--- src/rtl/decode_issue_ctrl.sv ---
// decode_issue_ctrl
//   Buffers fetched {inst, pc_curr, pc_next} in a DEPTH-entry FIFO and presents
//   the FIFO head to an external combinational decoder. The decoder result is
//   registered into a single issue slot and handed to the instruction queue
//   over a valid/ready handshake. The block also owns fetch backpressure,
//   flush/redirect draining and stall accounting.
// Ports
//   clk, rst_n            clock, asynchronous active-low reset
//   flush                 redirect: drop everything buffered and registered
//   fetch_valid/_ready    fetch handshake
//   fetch_inst, fetch_pc_curr, fetch_pc_next   fetched data
//   dec_imem_rdata        head instruction to the decoder (0 when empty)
//   dec_fetch_out         head {pc_curr, pc_next} to the decoder (0 when empty)
//   dec_info              decoder result for the head entry
//   iq_valid/iq_info/iq_ready  issue handshake toward the instruction queue
//   occupancy             FIFO entry count
//   stall_cnt             saturating count of cycles iq_valid && !iq_ready
module decode_issue_ctrl #(
  parameter int DEPTH     = 4,
  parameter int DRAIN_CYC = 1,
  parameter int INFO_W    = 64
) (
  input  logic                     clk,
  input  logic                     rst_n,
  input  logic                     flush,
  input  logic                     fetch_valid,
  input  logic [31:0]              fetch_inst,
  input  logic [31:0]              fetch_pc_curr,
  input  logic [31:0]              fetch_pc_next,
  output logic                     fetch_ready,
  output logic [31:0]              dec_imem_rdata,
  output logic [63:0]              dec_fetch_out,
  input  logic [INFO_W-1:0]        dec_info,
  output logic                     iq_valid,
  output logic [INFO_W-1:0]        iq_info,
  input  logic                     iq_ready,
  output logic [$clog2(DEPTH):0]   occupancy,
  output logic [31:0]              stall_cnt
);

  localparam int AW = $clog2(DEPTH);
  localparam int CW = $clog2(DRAIN_CYC + 1);
  localparam logic [AW:0]   DEPTH_W = (AW+1)'(DEPTH);
  localparam logic [CW-1:0] DRAIN_W = CW'(DRAIN_CYC);

  typedef enum logic {RUN, DRAIN} state_t;

  // Entry layout: [95:64] inst, [63:32] pc_curr, [31:0] pc_next
  logic [DEPTH-1:0][95:0] mem_q, mem_d;
  logic [AW-1:0]          wr_ptr_q, wr_ptr_d, rd_ptr_q, rd_ptr_d;
  logic [AW:0]            occ_q, occ_d;
  logic                   iq_valid_q, iq_valid_d;
  logic [INFO_W-1:0]      iq_info_q, iq_info_d;
  logic [31:0]            stall_q, stall_d;
  state_t                 state_q, state_d;
  logic [CW-1:0]          dcnt_q, dcnt_d;

  logic        head_valid, push, load;
  logic [95:0] head;

  // Readiness depends only on registered state and flush, never on iq_ready.
  always_comb begin
    head_valid  = (occ_q != '0);
    head        = mem_q[rd_ptr_q];
    fetch_ready = (state_q == RUN) && !flush && (occ_q < DEPTH_W);
    push        = fetch_valid && fetch_ready;
    // head_valid comes from registered occupancy, so an entry pushed this
    // cycle into an empty FIFO cannot be loaded until the next cycle.
    load        = head_valid && (!iq_valid_q || iq_ready) && !flush;
    dec_imem_rdata = head_valid ? head[95:64] : '0;
    dec_fetch_out  = head_valid ? head[63:0]  : '0;
  end

  always_comb begin
    mem_d      = mem_q;
    wr_ptr_d   = wr_ptr_q;
    rd_ptr_d   = rd_ptr_q;
    occ_d      = occ_q;
    iq_valid_d = iq_valid_q;
    iq_info_d  = iq_info_q;
    stall_d    = stall_q;
    state_d    = state_q;
    dcnt_d     = dcnt_q;

    if (iq_valid_q && !iq_ready && (stall_q != '1))
      stall_d = stall_q + 32'd1;

    if (flush) begin
      // iq_info keeps its stale contents; only the valid bit is cleared.
      wr_ptr_d   = '0;
      rd_ptr_d   = '0;
      occ_d      = '0;
      iq_valid_d = 1'b0;
      state_d    = DRAIN;
      dcnt_d     = DRAIN_W;
    end else begin
      if (push) begin
        mem_d[wr_ptr_q] = {fetch_inst, fetch_pc_curr, fetch_pc_next};
        wr_ptr_d        = wr_ptr_q + AW'(1);
      end
      if (load) begin
        rd_ptr_d   = rd_ptr_q + AW'(1);
        iq_info_d  = dec_info;
        iq_valid_d = 1'b1;
      end else if (iq_valid_q && iq_ready) begin
        iq_valid_d = 1'b0;
      end
      occ_d = occ_q + {{AW{1'b0}}, push} - {{AW{1'b0}}, load};
      if (state_q == DRAIN) begin
        if (dcnt_q == CW'(1)) state_d = RUN;
        else                  dcnt_d  = dcnt_q - CW'(1);
      end
    end
  end

  always_ff @(posedge clk or negedge rst_n) begin
    if (!rst_n) begin
      mem_q      <= '0;
      wr_ptr_q   <= '0;
      rd_ptr_q   <= '0;
      occ_q      <= '0;
      iq_valid_q <= 1'b0;
      iq_info_q  <= '0;
      stall_q    <= '0;
      state_q    <= RUN;
      dcnt_q     <= '0;
    end else begin
      mem_q      <= mem_d;
      wr_ptr_q   <= wr_ptr_d;
      rd_ptr_q   <= rd_ptr_d;
      occ_q      <= occ_d;
      iq_valid_q <= iq_valid_d;
      iq_info_q  <= iq_info_d;
      stall_q    <= stall_d;
      state_q    <= state_d;
      dcnt_q     <= dcnt_d;
    end
  end

  assign iq_valid  = iq_valid_q;
  assign iq_info   = iq_info_q;
  assign occupancy = occ_q;
  assign stall_cnt = stall_q;

endmodule

--- config.mk ---
export PLATFORM = sky130hd
export DESIGN_NAME = decode_issue_ctrl
export DESIGN_NICKNAME = d
export VERILOG_FILES = /design/src/rtl/decode_issue_ctrl.sv
export SDC_FILE = /design/constraint.sdc
export NUM_CORES = 1
export LEC_CHECK = 0
export CELL_PAD_IN_SITES_DETAIL_PLACEMENT = 0
export CELL_PAD_IN_SITES_GLOBAL_PLACEMENT = 1
export CORE_AREA = 2 2 252 205
export DETAILED_ROUTE_END_ITERATION = 16
export DIE_AREA = 0 0 254 207
export HOLD_SLACK_MARGIN = 0.05
export MAX_ROUTING_LAYER = met4
export PLACE_DENSITY = 0.84
export SETUP_SLACK_MARGIN = 0.4
export SLEW_MARGIN = 20
export SYNTH_ARGS = -nofsm -noshare
export SYNTH_HDL_FRONTEND = slang
export SYNTH_SLANG_ARGS = --single-unit
--- constraint.sdc ---
create_clock -name clk -period 2.9 [get_ports clk]
set_clock_uncertainty 0.1 [all_clocks]
set_input_delay 0.58 -clock clk [delete_from_list [all_inputs] [get_ports clk]]
set_output_delay 0.58 -clock clk [all_outputs]
set_load 0.01 [all_outputs]
==> flow_metrics.py <==
metrics = {
    "outcome": {
        "run_status": "finished, violations left",
        "failed_checks": "setup timing",
    },
    "yosys": {
        "synth_top_cells_by_area": "sky130_fd_sc_hd__dfrtp_1 (55%), sky130_fd_sc_hd__mux2_2 (14%), sky130_fd_sc_hd__mux2_4 (11%)",
        "simple_gate_portion_of_the_synthesized_area_pct": 5.32,
        "mappedNetlistNets": 1547,
        "syn_area_um2": 22300,
        "yosys_warnings": 0,
        "post_synth_xor_area_fraction_pct": 1.38,
        "synth_ff_type": "sky130_fd_sc_hd__dfrtp_1",
        "share_of_cell_area_taken_by_muxes_after_synthesis_pct": 35.1,
        "async_reset_ff_share_pct": 100,
        "postSynthRegisterBits": 490,
        "synth.most_common_cell": "sky130_fd_sc_hd__dfrtp_1",
        "post_synth_edffs": 0,
        "share_of_the_synthesized_area_in_compound_gates_ao_oa_aoi_oai_pct": 0.174,
        "synth_top_family_by_area": "multiplexers",
        "syn_inst": 1374,
        "synth-adder-area-share_pct": 0.483,
        "yosys.area.top_type": "sky130_fd_sc_hd__dfrtp_1",
        "synth-seq-area-share_pct": 55.0,
        "post-synth-top-area-fraction_pct": 55.0,
        "yosys-top-cells-count": "sky130_fd_sc_hd__dfrtp_1 (490), sky130_fd_sc_hd__mux2_2 (280), sky130_fd_sc_hd__mux2_4 (160)",
        "unique_cell_type_count_in_the_yosys_netlist": 40,
        "avgSynthCellArea_um2": 16.2,
    },
    "detailed_routing": {
        "detail_route.wirelength_um": 54400,
        "detailroute.via_count": 13237,
        "drcViolationCount": 0,
        "routed_wire_length_per_instance_um": 21.3,
        "drtPass1Iterations": 6,
        "route.antenna.remaining_nets": 0,
        "drt_iter0_markers": 566,
        "via_density": 5.17,
    },
    "sta": {
        "post-route-period-util_pct": 107,
        "clock.fmax_mhz": 323,
        "setup_violations": 83,
        "tightest_slew_ns": 0.587,
        "slew_headroom_pct": 60.9,
        "timing_hold_violations_final": 0,
        "final_max_slew_viols": 0,
        "setup_slack_ns": -0.197,
        "finalCriticalPeriod_ns": 3.10,
        "rsz0062_at_grt": "yes",
    },
    "placed_design": {
        "gp_congestion": 0.788,
        "cell_area_reported_after_detailed_placement_um2": 27200,
        "port_buffers": 361,
        "place.detailed.hpwl_um": 35200,
    },
    "power": {
        "peakVddDrop_v": 0.000458,
        "post_route_total_power_w": 0.0272,
        "power_per_cell_area_nw_per_um2": 900,
        "static_leak_nw": 14.1,
    },
    "worst_hold_path": {
        "min_delay_worst_endpoint": "dcnt_q",
        "min-delay-start": "dcnt_q",
        "depth_of_the_worst_hold_timing_path": 1,
        "hold_path.class": "reg -> reg",
    },
    "setup_path": {
        "crit-reg2reg-capture": "occupancy[2]",
        "end_kind": "output pin",
        "critPathLaunchType": "flop",
        "critical_path_arrival_ns": 2.42,
        "r2r_slack_ns": 0.14,
        "rr_worst_depth": 11,
        "required_ns": 2.22,
        "maximum_fanout_along_the_worst_path": 4,
        "crit_type": "reg -> out",
        "rr_startpoint": "occupancy[1]",
    },
    "global_routing": {
        "vias_in_the_first_global_route": 14592,
        "wire_length_of_the_first_global_routing_pass_um": 85300,
        "aggregate_global_routing_overflow": 0,
        "globalRouteTotalUtil_pct": 21.4,
        "antenna_violations_before_repair": 3,
        "grt_start_max_net_pins": 94,
    },
    "job": {
        "maxCapViolations": 0,
    },
    "finish": {
        "post_route_cells_drive_above_1_share_pct": 49.0,
        "n_fill_cell": 3845,
        "final_nets": 2005,
        "final_cell_area_um2": 30200,
        "multi_input_area_um2": 9960,
        "seq_area_um2": 12300,
        "layout_area_growth_over_synthesis_pct": 35.5,
    },
    "clocking": {
        "htree_levels": 2,
        "worstSkewPairLatency_ns": 0.58,
        "deepest_clock_path_buffer_count": 3,
        "cts-buffers-inserted": 50,
        "clock_tree_from_tritoncts": "yes",
        "cts_sinks": 490,
        "clk_root_buffer_cell": "sky130_fd_sc_hd__clkbuf_16",
        "clk_transition_reported_paths_ns": 0.06,
    },
    "floorplanning": {
        "initial_utilization_pct": 44.4,
        "boundaryPins": 362,
        "fp.dieArea_um2": 52600,
        "die_width_um": 254,
        "row_count": 74,
        "design.core.area_um2": 50200,
        "dieHeight_um": 207,
    },
}
-- where the power goes --
part | internal, W | switching [W]
Clock | 0.00414 | 0.00274
Combinational | 0.00674 | 0.00417
Sequential | 0.00847 | 0.000925
Total | 0.0193 | 0.00784
-- worst max-delay path, cell delays in order, from the launching register on --
cell and delay (ns):
sky130_fd_sc_hd__dfrtp_4 0.51, sky130_fd_sc_hd__buf_12 0.15, sky130_fd_sc_hd__buf_6 0.12, sky130_fd_sc_hd__buf_16 0.14
sky130_fd_sc_hd__buf_8 0.12, sky130_fd_sc_hd__buf_6 0.10, sky130_fd_sc_hd__mux4_2 0.40, sky130_fd_sc_hd__nor2b_4 0.15
sky130_fd_sc_hd__buf_6 0.14
-- registers in the layout (all words and copies together) (netlist names) --
register   cells
rd_ptr_q       2
dcnt_q         1
mem_q        384
iq_valid       1
stall_cnt     32
iq_info       64
wr_ptr_q       2
state_q        1
occupancy      3
-- cell type report --
type                    instances  share of cell area (%)
diodes                          3                  0.0249
clock buffers                  71                    4.84
clock inverters                21                    1.04
inverters                       9                   0.112
multi-input cells             792                    33.0
flip-flops and latches        490                    40.6
well taps                     684                    2.83
repair buffers                489                    17.5
-- worst max-delay path by stage --
stage	cells after the start	slack [ns]	from	end
finish	8	-0.20	rd_ptr_q[0]	dec_imem_rdata[2]
global placement	12	0.07	flush	occupancy[2]
detailed placement	12	0.03	flush	occupancy[2]
CTS	8	-0.30	rd_ptr_q[0]	dec_fetch_out[17]
global route	8	-0.27	rd_ptr_q[0]	dec_imem_rdata[14]
floorplan	13	0.35	iq_ready	occupancy[2]
-- stage by stage --
stage / setup TNS (ns) / cells / hold slack (ns) / setup slack [ns] / util [%]
after floorplan: 0 / 1374 / 0.184 / 0.351 / -
after global placement: 0 / 2409 / 0.348 / 0.0704 / 54.3
final: -8.62 / 2559 / 0.367 / -0.197 / 60.2
after CTS: -9.92 / 2546 / 0.372 / -0.297 / 59.1
after global routing: -14.51 / 2559 / 0.382 / -0.271 / 60.2
after detailed placement: 0 / 2409 / 0.353 / 0.0314 / 54.3
-- cells in the final DEF (no fill, tap or decap), types with 13 or more instances in the layout --
| cell | synthesis | routed |
|---|---|---|
| sky130_fd_sc_hd__xor2_1 | 15 | 15 |
| sky130_fd_sc_hd__clkbuf_16 | 0 | 52 |
| sky130_fd_sc_hd__nand2_1 | 21 | 21 |
| sky130_fd_sc_hd__mux2_4 | 160 | 160 |
| sky130_fd_sc_hd__clkbuf_8 | 0 | 13 |
| sky130_fd_sc_hd__nor2_1 | 18 | 18 |
| sky130_fd_sc_hd__buf_6 | 20 | 83 |
| sky130_fd_sc_hd__mux2_2 | 280 | 280 |
| sky130_fd_sc_hd__dfrtp_1 | 490 | 486 |
| sky130_fd_sc_hd__xnor2_1 | 20 | 20 |
| sky130_fd_sc_hd__mux4_2 | 96 | 96 |
| sky130_fd_sc_hd__nor2b_4 | 0 | 55 |
| sky130_fd_sc_hd__buf_4 | 8 | 44 |
| sky130_fd_sc_hd__nand3_1 | 13 | 13 |
| sky130_fd_sc_hd__buf_12 | 0 | 34 |
| sky130_fd_sc_hd__nor2b_1 | 98 | 43 |
| sky130_fd_sc_hd__clkdlybuf4s50_1 | 0 | 263 |
| sky130_fd_sc_hd__buf_2 | 35 | 41 |
-- metal layers --
layer,global-route usage [%],wire length (um),up-vias
met5,-,0,-
met4,4.36,845,0
met3,4.61,3090,65
met2,34.3,26700,308
met1,28.1,23800,6939
li1,-,-,5925
-- cell families (layout without fill, tap and decap cells) --
logic type      after synthesis  count (layout)
compound gates                6               6
xor+xnor                     35              35
fa+ha+maj                     8               8
buf+inv                      92             590
flops                       490             490
mux                         545             545
other cells                   0               3
simple gates                198             198
-- what timing repair did --
action / in CTS / in global routing
endpoints found under the hold margin: 43 / 0
hold buffers: 1 / 0
pin swaps: 1 / 0
gates resized for setup: 507 / 102
gates cloned: 8 / 2
endpoints found under the setup margin: 98 / 99
buffers inserted: 36 / 8
Note: power is estimated with default switching activity, not from simulation.
